## config.mk

```make
export PLATFORM = sky130hd
export DESIGN_NAME = seq_scan_arbiter
export DESIGN_NICKNAME = d
export VERILOG_FILES = /design/src/rtl/seq_scan_pkg.sv /design/src/rtl/seq_scan_arbiter_pattern_det_fsm.sv /design/src/rtl/seq_scan_arbiter.sv
export SDC_FILE = /design/constraint.sdc
export NUM_CORES = 1
export LEC_CHECK = 0
export BUFFER_PORTS_ARGS = -buffer_cell sky130_fd_sc_hd__buf_2
export CAP_MARGIN = 10
export CORE_ASPECT_RATIO = 0.6
export CORE_MARGIN = 8
export CORE_UTILIZATION = 51
export DETAILED_ROUTE_END_ITERATION = 8
export GPL_TIMING_DRIVEN = 1
export PLACE_DENSITY = 0.89
export SYNTH_ARGS = -nofsm -noshare
export SYNTH_HDL_FRONTEND = slang
export SYNTH_SLANG_ARGS = --single-unit
```

## constraint.sdc

```tcl
create_clock -name i_clk -period 1.9 [get_ports i_clk]
set_input_delay 0.095 -clock i_clk [delete_from_list [all_inputs] [get_ports i_clk]]
set_output_delay 0.095 -clock i_clk [all_outputs]
set_load 0.005 [all_outputs]
```

## src/rtl/seq_scan_pkg.sv

```systemverilog
// Shared types for the shared-detector scan arbiter: control states and
// "101" detector state codes with their transition function.
package seq_scan_pkg;

  typedef enum logic [1:0] {
    IDLE   = 2'd0,
    LOAD   = 2'd1,
    SHIFT  = 2'd2,
    REPORT = 2'd3
  } ctrl_state_e;

  localparam logic [1:0] S_IDLE  = 2'd0;
  localparam logic [1:0] S_GOT1  = 2'd1;
  localparam logic [1:0] S_GOT10 = 2'd2;

  // Overlapping "101" detector: a match on S_GOT10 --1--> S_GOT1 keeps the
  // trailing 1 as the start of the next pattern.
  function automatic logic [1:0] det_next(input logic [1:0] s, input logic b);
    logic [1:0] n;
    n = S_IDLE;
    case (s)
      S_IDLE:  n = b ? S_GOT1 : S_IDLE;
      S_GOT1:  n = b ? S_GOT1 : S_GOT10;
      S_GOT10: n = b ? S_GOT1 : S_IDLE;
      default: n = S_IDLE;
    endcase
    return n;
  endfunction

endpackage

```

## src/rtl/seq_scan_arbiter_pattern_det_fsm.sv

```systemverilog
// Bit-serial overlapping "101" detector; match is flagged combinationally on
// the transition so the consumer can count it in the same cycle.
//   state   | meaning
//   S_IDLE  | no useful prefix seen
//   S_GOT1  | last bit was 1
//   S_GOT10 | last two bits were 1,0
module pattern_det_fsm
  import seq_scan_pkg::*;
(
  input  logic       i_clk,
  input  logic       i_rst,
  input  logic       i_clr,
  input  logic       i_en,
  input  logic       i_bit,
  output logic       o_match,
  output logic [1:0] o_state
);

  logic [1:0] state_q, state_d;

  always_comb begin
    state_d = state_q;
    if (i_clr)
      state_d = S_IDLE;
    else if (i_en)
      state_d = det_next(state_q, i_bit);
  end

  always_ff @(posedge i_clk or posedge i_rst) begin
    if (i_rst)
      state_q <= S_IDLE;
    else
      state_q <= state_d;
  end

  assign o_match = i_en && !i_clr && (state_q == S_GOT10) && i_bit;
  assign o_state = state_q;

endmodule

```

## src/rtl/seq_scan_arbiter.sv

```systemverilog
// Round-robin arbiter that time-multiplexes one serial "101" detector across
// N_REQ word requesters and reports the per-word match count.
//   state  | meaning
//   IDLE   | waiting for any request; winner chosen from ptr onward
//   LOAD   | grant pulse, capture winner word, reset count and detector
//   SHIFT  | W cycles feeding word MSB-first into the detector
//   REPORT | done pulse with id/count/hit, advance round-robin pointer
module seq_scan_arbiter
  import seq_scan_pkg::*;
#(
  parameter  int N_REQ = 4,
  parameter  int W     = 8,
  localparam int CNT_W = $clog2(W),
  localparam int ID_W  = $clog2(N_REQ)
) (
  input  logic               i_clk,
  input  logic               i_rst,
  input  logic [N_REQ-1:0]   i_req,
  input  logic [N_REQ*W-1:0] i_data,
  output logic [N_REQ-1:0]   o_gnt,
  output logic               o_busy,
  output logic               o_done,
  output logic [ID_W-1:0]    o_done_id,
  output logic [CNT_W-1:0]   o_count,
  output logic               o_hit
);

  ctrl_state_e      state_q, state_d;
  logic [ID_W-1:0]  ptr_q, ptr_d;
  logic [ID_W-1:0]  winner_q, winner_d;
  logic [W-1:0]     shreg_q, shreg_d;
  logic [CNT_W-1:0] bitcnt_q, bitcnt_d;
  logic [CNT_W-1:0] count_q, count_d;
  logic [N_REQ-1:0] gnt_q, gnt_d;
  logic             busy_q, busy_d;
  logic             done_q, done_d;
  logic [ID_W-1:0]  done_id_q, done_id_d;
  logic [CNT_W-1:0] cnt_out_q, cnt_out_d;
  logic             hit_q, hit_d;

  logic [W-1:0]     data_arr [N_REQ];
  logic [ID_W-1:0]  pick;
  logic             det_clr, det_en, det_match;
  logic [1:0]       det_state;

  always_comb begin
    for (int k = 0; k < N_REQ; k++)
      data_arr[k] = i_data[k*W +: W];
  end

  // First requester at or after ptr, wrapping around.
  always_comb begin
    int  idx;
    logic found;
    pick  = '0;
    found = 1'b0;
    idx   = 0;
    for (int i = 0; i < N_REQ; i++) begin
      idx = (int'(ptr_q) + i) % N_REQ;
      if (!found && i_req[ID_W'(idx)]) begin
        found = 1'b1;
        pick  = ID_W'(idx);
      end
    end
  end

  // A detector left in S_IDLE by the previous word needs no clear.
  assign det_clr = (state_q == LOAD) && (det_state != S_IDLE);
  assign det_en  = (state_q == SHIFT);

  pattern_det_fsm u_det (
    .i_clk   (i_clk),
    .i_rst   (i_rst),
    .i_clr   (det_clr),
    .i_en    (det_en),
    .i_bit   (shreg_q[W-1]),
    .o_match (det_match),
    .o_state (det_state)
  );

  always_comb begin
    state_d   = state_q;
    ptr_d     = ptr_q;
    winner_d  = winner_q;
    shreg_d   = shreg_q;
    bitcnt_d  = bitcnt_q;
    count_d   = count_q;
    gnt_d     = '0;
    done_d    = 1'b0;
    done_id_d = '0;
    cnt_out_d = '0;
    hit_d     = 1'b0;
    case (state_q)
      IDLE: begin
        if (|i_req) begin
          winner_d    = pick;
          gnt_d[pick] = 1'b1;
          state_d     = LOAD;
        end
      end
      LOAD: begin
        shreg_d  = data_arr[winner_q];
        count_d  = '0;
        bitcnt_d = CNT_W'(W - 1);
        state_d  = SHIFT;
      end
      SHIFT: begin
        shreg_d  = {shreg_q[W-2:0], 1'b0};
        count_d  = count_q + CNT_W'(det_match);
        bitcnt_d = bitcnt_q - 1'b1;
        if (bitcnt_q == '0) begin
          state_d   = REPORT;
          done_d    = 1'b1;
          done_id_d = winner_q;
          cnt_out_d = count_d;
          hit_d     = (count_d != '0);
        end
      end
      REPORT: begin
        ptr_d   = (winner_q == ID_W'(N_REQ - 1)) ? '0 : winner_q + 1'b1;
        state_d = IDLE;
      end
      default: state_d = IDLE;
    endcase
    busy_d = (state_d != IDLE);
  end

  always_ff @(posedge i_clk or posedge i_rst) begin
    if (i_rst) begin
      state_q   <= IDLE;
      ptr_q     <= '0;
      winner_q  <= '0;
      shreg_q   <= '0;
      bitcnt_q  <= '0;
      count_q   <= '0;
      gnt_q     <= '0;
      busy_q    <= 1'b0;
      done_q    <= 1'b0;
      done_id_q <= '0;
      cnt_out_q <= '0;
      hit_q     <= 1'b0;
    end else begin
      state_q   <= state_d;
      ptr_q     <= ptr_d;
      winner_q  <= winner_d;
      shreg_q   <= shreg_d;
      bitcnt_q  <= bitcnt_d;
      count_q   <= count_d;
      gnt_q     <= gnt_d;
      busy_q    <= busy_d;
      done_q    <= done_d;
      done_id_q <= done_id_d;
      cnt_out_q <= cnt_out_d;
      hit_q     <= hit_d;
    end
  end

  assign o_gnt     = gnt_q;
  assign o_busy    = busy_q;
  assign o_done    = done_q;
  assign o_done_id = done_id_q;
  assign o_count   = cnt_out_q;
  assign o_hit     = hit_q;

endmodule
```

---- Word-level counts from Yosys, hierarchy flattened ----
Index checks and enable logic that the tools add are counted.
word-level totals
  logic and storage cells ................. 102
  bits in registers ....................... 34
cells by class
  order comparisons ....................... 7
  reductions and logical operators ........ 23
  bitwise logic cells ..................... 1
  equality and inequality tests ........... 6
  multiplexer cells ....................... 46
  add/sub/neg operators ................... 6
operators with widths
  cell                                                                   count
  2-bit two-way mux                                                      12
  1-bit two-way mux                                                      17
  8-bit binary-select mux with 2-bit select                              1
  2-bit by 4-bit < comparator with 1-bit output, second input constant   4
  8-bit two-way mux                                                      2
  8-bit one-hot mux with 2 select lines                                  1
  3-bit one-hot mux with 2 select lines                                  2
  1-bit binary-select mux with 2-bit select                              4
  2-bit equality test, second input constant                             4
  1-bit logical AND                                                      8
  4-bit two-way mux                                                      2
  2-bit one-hot mux with 4 select lines                                  1
  2-bit nonzero test                                                     4
  3-bit two-way mux                                                      2
  2-bit by 1-bit adder with 2-bit output, second input constant          2
  2-bit adder, second input constant                                     2
  2-bit by 1-bit equality test with 1-bit output, second input constant  2
  1-bit zero test                                                        4
  2-bit zero test                                                        2
  2-bit one-hot mux with 2 select lines                                  1
  4-bit OR reduction                                                     1
  3-bit by 1-bit adder with 3-bit output                                 1
  3-bit >= comparator, second input constant                             1
  3-bit zero test                                                        1
  other kinds (8)                                                        8

---- Longest topological paths before layout ----
  depth after elaboration ................. 19
  mapped depth ............................ 8
  gate-level depth less buffers ........... 8

---- Cells and area by module ----
A second synthesis with hierarchy kept.
second synthesis, totals
  cell total of the unflattened synthesis .. 153
  area total of the unflattened synthesis .. 1,755.4 um2
modules (own cells, without submodules)
  module            area each (um2)  times used  cells an instance
  seq_scan_arbiter  1,646.6          1           141
  pattern_det_fsm   108.9            1           12

---- Worst setup path before layout ----
No wires, ideal clock.
  path kind ............................... reg2reg
  start ................................... register state_q[0]
  end ..................................... register count_q[2]
  arrival ................................. 1.499 ns
  clock period less this slack ............ 1.628 ns
  setup time .............................. 0.129 ns
  setup slack ............................. 0.272 ns
  stages on the path, launching flop included .. 9
  data required time ...................... 1.771 ns
  path through ............................ dfrtp_1 -> inv_1 -> ha_1 -> and4_1 -> ha_1 -> ha_1 -> and3_1 -> o21ai_0 -> o21ai_0
on the way
  cells in the longest elaborated chain, start to end .. 8
ends and longest elaborated chain
  element                                         RTL line                                        source
  from (decl)                                     seq_scan_arbiter.sv:28                          ctrl_state_e state_q, state_d;
  from (signal assigned)                          seq_scan_arbiter.sv:143                         state_q <= state_d;
  2-bit by 1-bit equality test with 1-bit output  seq_scan_arbiter.sv:68, seq_scan_arbiter.sv:93
  1-bit logical AND                               seq_scan_arbiter.sv:68                          assign det_clr = (state_q == LOAD) && (det_state != S_IDLE);
  1-bit zero test                                 seq_scan_arbiter_pattern_det_fsm.sv:36          assign o_match = i_en && !i_clr && (state_q == S_GOT10) && i_bit;
  1-bit logical AND (3 in series)                 seq_scan_arbiter_pattern_det_fsm.sv:36
  3-bit by 1-bit adder with 3-bit output          seq_scan_arbiter.sv:109                         count_d = count_q + CNT_W'(det_match);
  3-bit one-hot mux with 2 select lines           seq_scan_arbiter.sv:93                          case (state_q)
  to (signal assigned)                            seq_scan_arbiter.sv:148                         count_q <= count_d;
  to (decl)                                       seq_scan_arbiter.sv:33                          logic [CNT_W-1:0] count_q, count_d;
Parallel ways exist; a longest one is shown, timed or not.
A chain may end at the register's enable or synchronous reset.

---- Worst setup path after layout ----
Ends and elaborated chain as after synthesis.

==> qor.txt <==
Post-Route WL = 3550 µm
Hold crit path type = primary input to flop
Unrepaired setup endpoints after global routing = false
Slew @ Worst Pin = 0.446 ns
Worst Path Class, Setup = flop to flop
Post-Synth Adder-Cell Area = 7.74%
Max incr delay on CP = 0.39 ns
Clock Path Buffers = 2
CP max-delay cell = dfrtp_1
Final slew viol count = 0
XOR/XNOR share of the synthesized area = 0.502%
Row cnt = 16
Total Die Area = 5610 µm²
Power Density = 1410 nW/µm²
Core ar. = 3260 µm²
Status = finished, final reports clean
Most common cell after layout, fill and taps aside = buf_2
Final instance area = 2150 µm²
Most common cell on crit path = ha_1
Layout Nets = 262
Num ports = 50
Fin util = 65.8%
Crit-path cells = inv_1 -> ha_1 -> and4_1 -> ha_1 -> ha_1 -> and3_1 -> o21ai_0 -> o21ai_0
Post-Syn Area per Cell = 10.9 µm²
CP endpoint kind = flop
Starting Density = 53.5%
Largest family of logic cells by synthesized area = simple AND/OR/NAND/NOR gates
Mapped cell area = 1750 µm²
Leak = 1.08 nW
Final routed DRC violation total = 0
Sequential area share after synthesis = 48.7%
Crit path max-delay family = adder cells
#FFs+latches synth = 34
Die height = 61.3 µm
CTS Root Cell = clkbuf_8
Largest net degree at the start of global routing = 35
Via count = 1,363
GRT Overall Usage = 14.1%
Cts bufs inserted = 5
Fin crit share = 92.4%
First-pass DRT Iterations = 4
IO buf count = 49
Critical Path RT = 2.06 ns
Achievable Freq = 570 MHz
Gpl congestion = 0.780
Layout Skew = 0.00373 ns
CTS tree = built
Clock-pin slew on the worst setup and hold paths = 0.07 ns
Max Cap Viol = 0
Die W = 91.5 µm
Post-Synth Simple-Gate Area = 15.5%
Yosys warnings = 0
Routed WL per cell = 13.7 µm
Share of cells above drive strength 1 = 34.4%
CTS H-Tree Depth = 2
Setup violations, final = 0
Top_reg_cell synth = dfrtp_1
Synth Area in Compound Gates = 11.7%
Crit Path Max Fanout = 4
Buf/Inv on CP = 1
Total negative slack = 0 ns
Post-synth EDFFs = 0
Asr flop ratio synth = 100%
Post-synth cell types = 35
Mapped Cells = 160
Vias in the first global route = 1,377
Post_cts resized = 0
Syn_nets = 208
Post-CTS Setup Inserts = 0
Synth area leaders = dfrtp_1 49%, mux4_2 10%, ha_1 7.2%
Slew headroom = 70.2%
CP arrival = 1.92 ns
Final hold vios = 0
Tmin final = 1.75 ns
Initial antenna violation count = 0
Vias per cell = 5.24
Peak VDD IR = 674 µV
Area grow syn2layout = 22.9%
Most frequent cells in the layout = 49 x buf_2, 34 x dfrtp_1, 18 x nand2_1
Antenna-violating nets left = 0
Initial DRC Count = 52
Share of the synthesized area in the top cell type = 48.7%
Fillers = 253
HPWL Detailed = 2770 µm
Clock sinks = 34
# diodes = 0
Clock Latency Late Sink = 0.28 ns
Post-synthesis mux area share = 11.6%
First-pass GRT wire length = 6020 µm
CTS Hold Buffers Added = 1
Element type at the critical path start = flop
Congestion Overflow GR = 0
Area post-placement = 2040 µm²
Post-synth top area cell = dfrtp_1
worst reg2reg max path, delay by kind of cell, from the launching register on:
family / cells / cell delay (ns)
AO/OA/AOI/OAI: 2 / 0.23
adder cells (fa/ha/maj): 3 / 0.59
buffers and inverters: 1 / 0.09
flip-flops: 1 / 0.39
AND/OR/NAND/NOR: 2 / 0.34
metrics by stage:
stage	worst slack [ns]	hold slack [ns]	total power [W]	std cells
2_1_floorplan	0.272	0.237	0.00217	160
4_1_cts	0.149	0.136	0.00304	260
6_report	0.145	0.153	0.00302	260
3_3_place_gp	0.217	0.199	0.00244	251
3_5_place_dp	0.149	0.209	0.00249	251
5_1_grt	0.0720	0.147	0.00329	260
where the power goes:
| group | internal, W | switching (W) |
|---|---|---|
| Combinational | 0.000622 | 0.000720 |
| Clock | 0.000292 | 0.000251 |
| Sequential | 0.000963 | 0.000175 |
final timing paths:
path                                end         from  slack (ns)  cells past startpoint
setup / recovery             count_q[2]   state_q[0]        0.15                      8
hold / removal               state_q[0]     i_req[2]        0.15                      3
setup reg to reg             count_q[2]   state_q[0]        0.15                      8
hold reg to reg             bitcnt_q[0]  bitcnt_q[0]        0.51                      1
max in group asynchronous    shreg_q[2]        i_rst        1.17                      4
min in group asynchronous  o_done_id[0]        i_rst        0.43                      4
per-layer routing:
metal | vias up | GRT usage, % | wire length [µm]
met4 | 0 | 11.5 | 110
met5 | - | 0 | 0
li1 | 665 | - | -
met2 | 69 | 19.9 | 1430
met1 | 620 | 16.4 | 1650
met3 | 9 | 6.69 | 362
state kept, by name, indices dropped and copies added, names as in the netlist, 3 cells and up:
register  flops
bitcnt_q      3
count_q       3
o_count       3
o_gnt         4
shreg_q       8
cell type report:
| type | count | area (µm²) | area share [%] |
|---|---|---|---|
| Timing Repair Buffer | 54 | 285 | 13.3 |
| Multi-Input combinational cell | 108 | 821 | 38.3 |
| Clock buffer | 7 | 86.3 | 4.02 |
| Clock inverter | 1 | 5.00 | 0.233 |
| Sequential cell | 34 | 851 | 39.7 |
| Inverter | 11 | 41.3 | 1.92 |
| Tap cell | 45 | 56.3 | 2.62 |
kinds of logic (layout without fill, tap and decap cells):
kind of cell,count (synthesis),in the layout
compound gates,29,29
xor+xnor,1,1
fa+ha+maj,11,11
buf+inv,18,73
flops,34,34
mux,10,10
simple gates,57,57
synthesized netlist by cell type, types with 2 or more instances:
cell type / count
ha_1: 10
a31oi_1: 9
o32ai_1: 2
clkbuf_1: 3
mux2_2: 2
nand2_1: 18
dfrtp_1: 34
and2_1: 6
o21ai_0: 8
mux4_2: 8
nor2b_1: 5
nand3_1: 4
buf_2: 2
a21oi_1: 3
nor2_1: 17
inv_1: 10
Power figures use the tool's default switching activity.
